## config.mk

```make
export PLATFORM = sky130hd
export DESIGN_NAME = multicycle_core
export DESIGN_NICKNAME = d
export VERILOG_FILES = /design/src/rtl/multicycle_core.sv
export SDC_FILE = /design/constraint.sdc
export NUM_CORES = 2
export LEC_CHECK = 0
export CAP_MARGIN = 20
export CORE_ASPECT_RATIO = 0.9
export CORE_MARGIN = 2
export CORE_UTILIZATION = 55
export DETAILED_ROUTE_END_ITERATION = 10
export DONT_BUFFER_PORTS = 1
export HOLD_SLACK_MARGIN = 0.02
export PLACE_DENSITY = 0.83
export SYNTH_ARGS = -nofsm -noshare
export SYNTH_HDL_FRONTEND = slang
export SYNTH_SLANG_ARGS = --single-unit
export TNS_END_PERCENT = 10
```

## constraint.sdc

```tcl
create_clock -name clk -period 34 [get_ports clk]
set_clock_uncertainty 0.2 [all_clocks]
set_input_delay 1.7 -clock clk [delete_from_list [all_inputs] [get_ports clk]]
set_output_delay 1.7 -clock clk [all_outputs]
set_load 0.01 [all_outputs]
```

## src/rtl/multicycle_core.sv

```systemverilog
// Multicycle MIPS-subset core: one shared ALU, one shared instruction/data memory
// port and a 32x32 register file, sequenced by a twelve-state FSM.
module multicycle_core #(
    parameter logic [31:0] RESET_PC    = 32'h0000_0000,
    parameter bit          MEM_WAIT_EN = 1'b1
) (
    input  logic        clk,
    input  logic        rst,
    output logic        mem_req,
    output logic        mem_we,
    output logic [31:0] mem_addr,
    output logic [31:0] mem_wdata,
    input  logic        mem_ready,
    input  logic [31:0] mem_rdata,
    output logic        retire,
    output logic [31:0] pc,
    input  logic [4:0]  dbg_ra,
    output logic [31:0] dbg_rd
);

    typedef enum logic [3:0] {
        FETCH, DECODE, MEMADR, MEMRD, MEMWB, MEMWR,
        EXEC, ALUWB, BRANCH, ADDIEX, ADDIWB, JUMP
    } state_t;

    typedef enum logic [2:0] {
        ALU_ADD, ALU_SUB, ALU_AND, ALU_OR, ALU_SLT
    } alu_op_t;

    localparam logic [5:0] OP_R    = 6'h00;
    localparam logic [5:0] OP_J    = 6'h02;
    localparam logic [5:0] OP_BEQ  = 6'h04;
    localparam logic [5:0] OP_ADDI = 6'h08;
    localparam logic [5:0] OP_LW   = 6'h23;
    localparam logic [5:0] OP_SW   = 6'h2B;

    localparam logic [5:0] FN_ADD = 6'h20;
    localparam logic [5:0] FN_SUB = 6'h22;
    localparam logic [5:0] FN_AND = 6'h24;
    localparam logic [5:0] FN_OR  = 6'h25;
    localparam logic [5:0] FN_SLT = 6'h2A;

    state_t      state;
    logic [31:0] ir;
    logic [31:0] a_reg;
    logic [31:0] b_reg;
    logic [31:0] alu_out;
    logic [31:0] dr;
    logic [31:0] regs [32];

    logic [5:0]  opcode;
    logic [4:0]  rs;
    logic [4:0]  rt;
    logic [4:0]  rd;
    logic [5:0]  funct;
    logic [31:0] signimm;
    logic        funct_ok;
    logic        op_valid;
    logic        mem_go;

    logic [31:0] rf_a;
    logic [31:0] rf_b;
    logic        rf_we;
    logic [4:0]  rf_wa;
    logic [31:0] rf_wd;

    logic [31:0] alu_a;
    logic [31:0] alu_b;
    alu_op_t     alu_op;
    logic [31:0] alu_y;
    logic        alu_zero;

    assign opcode  = ir[31:26];
    assign rs      = ir[25:21];
    assign rt      = ir[20:16];
    assign rd      = ir[15:11];
    assign funct   = ir[5:0];
    assign signimm = {{16{ir[15]}}, ir[15:0]};

    assign funct_ok = (funct == FN_ADD) || (funct == FN_SUB) || (funct == FN_AND)
                   || (funct == FN_OR)  || (funct == FN_SLT);

    assign op_valid = (opcode == OP_LW) || (opcode == OP_SW) || (opcode == OP_BEQ)
                   || (opcode == OP_ADDI) || (opcode == OP_J)
                   || ((opcode == OP_R) && funct_ok);

    // With waiting disabled every request completes on the first edge.
    assign mem_go = mem_req && (MEM_WAIT_EN ? mem_ready : 1'b1);

    assign rf_a   = (rs == 5'd0) ? 32'd0 : regs[rs];
    assign rf_b   = (rt == 5'd0) ? 32'd0 : regs[rt];
    assign dbg_rd = (dbg_ra == 5'd0) ? 32'd0 : regs[dbg_ra];

    // NOTE: every always_comb output gets a default first so no latch is inferred.
    always_comb begin
        alu_a  = pc;
        alu_b  = 32'd4;
        alu_op = ALU_ADD;
        unique case (state)
            DECODE: alu_b = {signimm[29:0], 2'b00};
            MEMADR, ADDIEX: begin
                alu_a = a_reg;
                alu_b = signimm;
            end
            EXEC: begin
                alu_a = a_reg;
                alu_b = b_reg;
                unique case (funct)
                    FN_SUB:  alu_op = ALU_SUB;
                    FN_AND:  alu_op = ALU_AND;
                    FN_OR:   alu_op = ALU_OR;
                    FN_SLT:  alu_op = ALU_SLT;
                    default: alu_op = ALU_ADD;
                endcase
            end
            BRANCH: begin
                alu_a  = a_reg;
                alu_b  = b_reg;
                alu_op = ALU_SUB;
            end
            default: ;
        endcase
    end

    always_comb begin
        alu_y = 32'd0;
        unique case (alu_op)
            ALU_ADD: alu_y = alu_a + alu_b;
            ALU_SUB: alu_y = alu_a - alu_b;
            ALU_AND: alu_y = alu_a & alu_b;
            ALU_OR:  alu_y = alu_a | alu_b;
            ALU_SLT: alu_y = {31'd0, $signed(alu_a) < $signed(alu_b)};
            default: alu_y = 32'd0;
        endcase
    end

    assign alu_zero = (alu_y == 32'd0);

    always_comb begin
        rf_we = 1'b0;
        rf_wa = rt;
        rf_wd = alu_out;
        unique case (state)
            MEMWB: begin
                rf_we = 1'b1;
                rf_wd = dr;
            end
            ALUWB: begin
                rf_we = 1'b1;
                rf_wa = rd;
            end
            ADDIWB: rf_we = 1'b1;
            default: ;
        endcase
    end

    always_comb begin
        mem_req   = (state == FETCH) || (state == MEMRD) || (state == MEMWR);
        mem_we    = (state == MEMWR);
        mem_addr  = (state == FETCH) ? pc : alu_out;
        mem_wdata = b_reg;
        retire    = 1'b0;
        unique case (state)
            MEMWB, ALUWB, BRANCH, ADDIWB, JUMP: retire = 1'b1;
            MEMWR:                              retire = mem_go;
            DECODE:                             retire = !op_valid;
            default: ;
        endcase
    end

    // NOTE: the register file is reset explicitly because all 32 entries must read 0
    // after reset; register 0 is never written so it stays 0 by construction.
    always_ff @(posedge clk or posedge rst) begin
        if (rst) begin
            for (int i = 0; i < 32; i++) regs[i] <= 32'd0;
        end else if (rf_we && (rf_wa != 5'd0)) begin
            regs[rf_wa] <= rf_wd;
        end
    end

    // NOTE: sequential state uses non-blocking assignments only, so every register
    // in this block sees the pre-edge values of the others.
    always_ff @(posedge clk or posedge rst) begin
        if (rst) begin
            state   <= FETCH;
            pc      <= RESET_PC;
            ir      <= 32'd0;
            a_reg   <= 32'd0;
            b_reg   <= 32'd0;
            alu_out <= 32'd0;
            dr      <= 32'd0;
        end else begin
            unique case (state)
                FETCH: begin
                    if (mem_go) begin
                        ir    <= mem_rdata;
                        pc    <= alu_y;
                        state <= DECODE;
                    end
                end
                DECODE: begin
                    a_reg   <= rf_a;
                    b_reg   <= rf_b;
                    alu_out <= alu_y;
                    if (!op_valid) begin
                        state <= FETCH;
                    end else begin
                        unique case (opcode)
                            OP_LW, OP_SW: state <= MEMADR;
                            OP_R:         state <= EXEC;
                            OP_BEQ:       state <= BRANCH;
                            OP_ADDI:      state <= ADDIEX;
                            OP_J:         state <= JUMP;
                            default:      state <= FETCH;
                        endcase
                    end
                end
                MEMADR: begin
                    alu_out <= alu_y;
                    state   <= (opcode == OP_LW) ? MEMRD : MEMWR;
                end
                MEMRD: begin
                    if (mem_go) begin
                        dr    <= mem_rdata;
                        state <= MEMWB;
                    end
                end
                MEMWR: begin
                    if (mem_go) state <= FETCH;
                end
                EXEC: begin
                    alu_out <= alu_y;
                    state   <= ALUWB;
                end
                BRANCH: begin
                    if (alu_zero) pc <= alu_out;
                    state <= FETCH;
                end
                ADDIEX: begin
                    alu_out <= alu_y;
                    state   <= ADDIWB;
                end
                JUMP: begin
                    pc    <= {pc[31:28], ir[25:0], 2'b00};
                    state <= FETCH;
                end
                MEMWB, ALUWB, ADDIWB: state <= FETCH;
                default: state <= FETCH;
            endcase
        end
    end

endmodule
```

# == After elaboration in Yosys (flattened, before gate mapping) ==
# Cells that the tools add are included.
# word_totals
output_inout_bits,131
romBits,0
memories,0
in_bits,40
ram_bits,0
register_bits,1220
latch_bits,0
wordCells,157
# op_classes
div_mod_pow,0
n_eq_ne,29
shift,0
multipliers,0
bitwise,7
n_mux,35
n_lt_le_gt_ge,6
n_reduce_logical,38
n_addsub,2
# ops
op,n
$bwmux 1024,1
$bmux 32 s5,3
$mux 32,15
$pmux 32 s3,2
$demux 32 s5,1
$pmux 32 s5,1
$eq 6x6->1 const B,7
$add 32x32->32,1
$and 32x32->32,1
$logic_not 32->1,1
$lt 32x32->1,1
$or 32x32->32,1
$sub 32x32->32,1
$pmux 4 s7,1
$ge 6x6->1 const B,4
$not 5->6,4
$pmux 4 s5,1
$eq 4x3->1 const B,4
$eq 4x4->1 const B,4
$mux 4,4
$logic_not 5->1,3
$pmux 3 s4,1
$logic_or 1x1->1,11
$eq 4x2->1 const B,2
31 further kinds,42

# == Logic depth before layout (Yosys ltp) ==
# depth
word_depth,9
mapped_depth,25
depth_no_buf,21

# == Least setup slack after synthesis ==
# OpenSTA, ideal clock, no wires.
# synth_timing
path_kind,input to output
start,input dbg_ra[0]
end,output dbg_rd[21]
arrival_ns,4.188
n_path_buf,4
path_slack_ns,27.912
required_ns,32.100
path_stages,8
cell_sequence,clkbuf_1 > buf_1 > clkbuf_1 > clkbuf_1 > mux4_2 > mux4_2 > mux2i_1 > nor2_1
# synth_via
elab_chain_len,5
elab_cells_between_ends,6
classes_between,mux: 4; bitwise: 1; reduce/logical: 1
# synth_lines
element,line_no,rtl
start: declaration,17,"input logic [4:0] dbg_ra,"
$not 5->6 (not written as such),92,assign dbg_rd = (dbg_ra == 5'd0) ? 32'd0 : regs[dbg_ra];
$bmux 32 s5,92,
$mux 32 (not written as such) (2 in series),92,
$mux 32 (*),92,
end: declaration,18,output logic [31:0] dbg_rd
# Every way passes the cells marked *; elsewhere a longest branch is shown, timed or not. The select of a mux whose other input is x is not followed.

# == Worst setup path after layout ==
# layout_timing
start,register state[2]
end,register pc[9]
# layout_via
elab_chain_len,8
elab_cells_between_ends,36
classes_between,add/sub: 2; order compare: 1; eq/ne: 14; mux: 6; bitwise: 2; reduce/logical: 11
# layout_lines
element,line_no,rtl
start: declaration,43,state_t state;
start signal: assignment,220,state <= (opcode == OP_LW) ? MEMRD : MEMWR;
"$eq 4x4->1, or another cell as far along","99, 193",
"$reduce_or 2->1 (no source line), or another cell as far along",n/a,
$pmux 32 s3 or $mux 32 (tied branches),99,unique case (state)
"$sub 32x32->32, or another cell as far along",129,ALU_SUB: alu_y = alu_a - alu_b;
$pmux 32 s5,127,unique case (alu_op)
$logic_not 32->1,137,assign alu_zero = (alu_y == 32'd0);
$ne 2x2->1 (no source line),n/a,
$reduce_and 3->1 (no source line),n/a,
end signal: assignment,197,pc <= alu_y;
end signal: assignment,236,if (alu_zero) pc <= alu_out;
end signal: assignment,244,"pc <= {pc[31:28], ir[25:0], 2'b00};"
end: declaration,16,"output logic [31:0] pc,"
# Parallel ways exist; a longest one is shown, timed or not. The select of a mux whose other input is x is not followed.
# A chain may end at the register's enable or synchronous reset.

==> qor.yml <==
run_status:
  status: "completed"
logic_synthesis:
  synth_top_cell_area_share_pct: 41.07
  yosysTopAreaCell: "dfrtp_1"
  netlist_top_cells_count: "dfrtp_1, mux4_2, nand2_1"
  synth_flop_cell: "dfrtp_1"
  yosysMostFrequentCell: "dfrtp_1"
  synthesis.nets: 6713
  synthArstFlopShare_pct: 100.0
  ys_seq_area_share_pct: 41.07
  ys_ff_latch: 1220
  syn_inst: 6574
  synth-edff-count: 0
  ys_warn_count: 0
  synth_cell_type_count: 82
  postSynthAreaPerCell_sq_um: 11.31
  syn_area_sq_um: 74340
  synthTopCellsByArea: "dfrtp_1, mux4_2, o21ai_0"
clocking:
  clkTransAtPathRegs_ns: 0.07
  cts_max_level: 4
  numClockSinks: 1220
  ctsResizeCount: 0
  cts_tree: "yes"
  cts_buffers: 130
  cts_hold_buf: 0
  postCtsSetupBuffers: 0
  insertion_delay_ns: 0.80
  cts_root_buf: "clkbuf_16"
  cts_buffer_depth: 3
sta:
  finalSetupViolCount: 0
  worstMarginPinSlew_ns: 1.284
  hold_viol: 0
  tns_ns: 0
  period_share_pct: 24.92
  finalCriticalPeriod_ns: 8.472
  fmax_mhz: 118.0
  rsz0062_at_grt: "no"
  slew_viol_final: 0
  relSlewSlack_pct: 14.39
  holdWs_ns: 0.2195
floorplanning:
  initial_utilization_pct: 55.63
  rows: 127
  core_area_sq_um: 133600
  die_x_um: 391.5
  io_pins: 171
  die_area_sq_um: 138100
  die_y_um: 352.8
critical_path:
  start_kind: "flip-flop"
  critPathTopFamily: "simple AND/OR/NAND/NOR gates"
  critPathRequiredTime_ns: 34.48
  crit_chain: "inv_1, nor2_1, a21oi_1, nor2_2, buf_4, a22oi_1, and2_1, ha_1, nor4_1, nand2_1, a21oi_1, nor4_1, or3_1, mux2i_1, o21ai_0, nor4_1, nand4_1, nor4_2, nor2_2, buf_4, mux2_1"
  critPathMaxStageDelay_ns: 0.85
  critPathCaptureType: "flip-flop"
  cp.depth: 21
  crit_type: "flip-flop to flip-flop"
  reg2regPathDepth: 21
  cp_max_fo: 23
  path_buf_inv: 3
  crit_slowest_cell: "nor4_1"
  path_common_cell: "nor4_1"
  worstPathArrival_ns: 8.95
job:
  cap_violations: 0
cells_and_area:
  drive_gt1_share_pct: 24.78
  top_register: "regs"
  largest_register_ffs: 1024
  nets: 6295
  design_area_sq_um: 80290
  area_growth_pct: 8.005
detailed_routing:
  drtPass1Iterations: 9
  final_antenna_net_count: 0
  drc_errors: 0
  post_drt_via_cell_ratio: 7.626
  wl_per_cell_um: 33.52
  route.vias.total: 61620
  drtIter0Drc: 11320
  drt-total-wl_um: 270800
placement:
  hpwl_um: 155800
  place_congestion: 0.9892
  port_buffers: 0
  place_area_sq_um: 75490
min_path:
  whs_path_depth: 0
  hold_path_class: "flip-flop to flip-flop"
grt:
  grt-ovfl-total: 0
  globalRouteTotalUtil_pct: 39.17
  antenna_found_initial: 19
  grt_pass1_wl_um: 398800
  first_global_vias: 61530
  grt_max_degree: 258
pwr:
  power_density_nw_per_um2: 93.17
  p_total_w: 0.007481
  vdd_drop_max_uv: 75.93
  p_leak_nw: 33.69
[cell type report]
type	count	area (sq um)
fill	9700	53350
sequential	1220	30560
clock inverter	58	815.8
inverter	104	394.1
multi-input combinational	4567	41260
clock buffer	176	3732
timing repair buffer	133	1217
antenna	17	42.54
tap	1806	2260
[layer usage]
| layer | part of all wire (%) | up-vias | track usage [%] |
|---|---|---|---|
| li1 | - | 23770 | - |
| met1 | 32 | 30280 | 48.20 |
| met2 | 43 | 5908 | 55.30 |
| met3 | 17 | 1638 | 18.59 |
| met4 | 7.8 | 24 | 25.37 |
| met5 | 0.069 | - | 0.4117 |
[logic make-up (layout without fill, tap and decap cells)]
group	after synthesis	in the layout	share of synthesized area, %
multiplexers	1278	1278	32.04
adder cells (fa/ha/maj)	99	99	1.686
flip-flops	1220	1220	41.07
AND/OR/NAND/NOR	1538	1538	8.422
AO/OA/AOI/OAI	1642	1642	12.62
buffers and inverters	787	471	4.043
XOR/XNOR	10	10	0.1178
other	0	17	0
[where the power goes]
part | internal (W) | switching [W] | leakage [nW] | total, W
combinational | 0.00140 | 0.00220 | 14.8 | 0.00360
clock | 0.000898 | 0.000637 | 2.21 | 0.00154
sequential | 0.00180 | 0.000547 | 16.7 | 0.00234
total | 0.00410 | 0.00339 | 33.7 | 0.00748
[per-stage QoR]
stage          utilization, %  setup slack (ns)  cells
6_report                60.08             25.53   8081
5_1_grt                 60.05             25.33   8066
4_1_cts                 59.89             25.69   8053
3_5_place_dp            56.49             25.74   7819
3_3_place_gp            56.49             25.93   7819
2_1_floorplan               -             15.24   6574
[placed cells by master (no fill, tap or decap), drive strengths merged, types with 9 or more instances in the layout]
cell,instances
a211oi,26
a21o,9
a21oi,550
a221oi,35
a222oi,12
a22o,36
a22oi,33
a31oi,10
buf,132
bufinv,16
clkbuf,177
clkinv,22
clkinvlp,11
dfrtp,1220
diode,17
ha,97
inv,113
mux2,252
mux2i,170
mux4,856
nand2,771
nand2b,25
nand3,26
nand4,11
nor2,576
nor2b,37
nor3,23
nor4,17
o211ai,27
o21ai,704
o221ai,26
o22ai,62
o31ai,41
or3,9
[worst paths after layout]
kind | start | slack (ns) | end
worst max-delay path | state[2] | 25.53 | pc[9]
worst min-delay path | regs[1007] | 0.22 | regs[1007]
worst max register to register | state[2] | 25.53 | pc[9]
worst min register to register | regs[1007] | 0.22 | regs[1007]
max in group asynchronous | rst | 29.06 | regs[523]
min in group asynchronous | rst | 0.57 | regs[891]
Power figures use the tool's default switching activity.
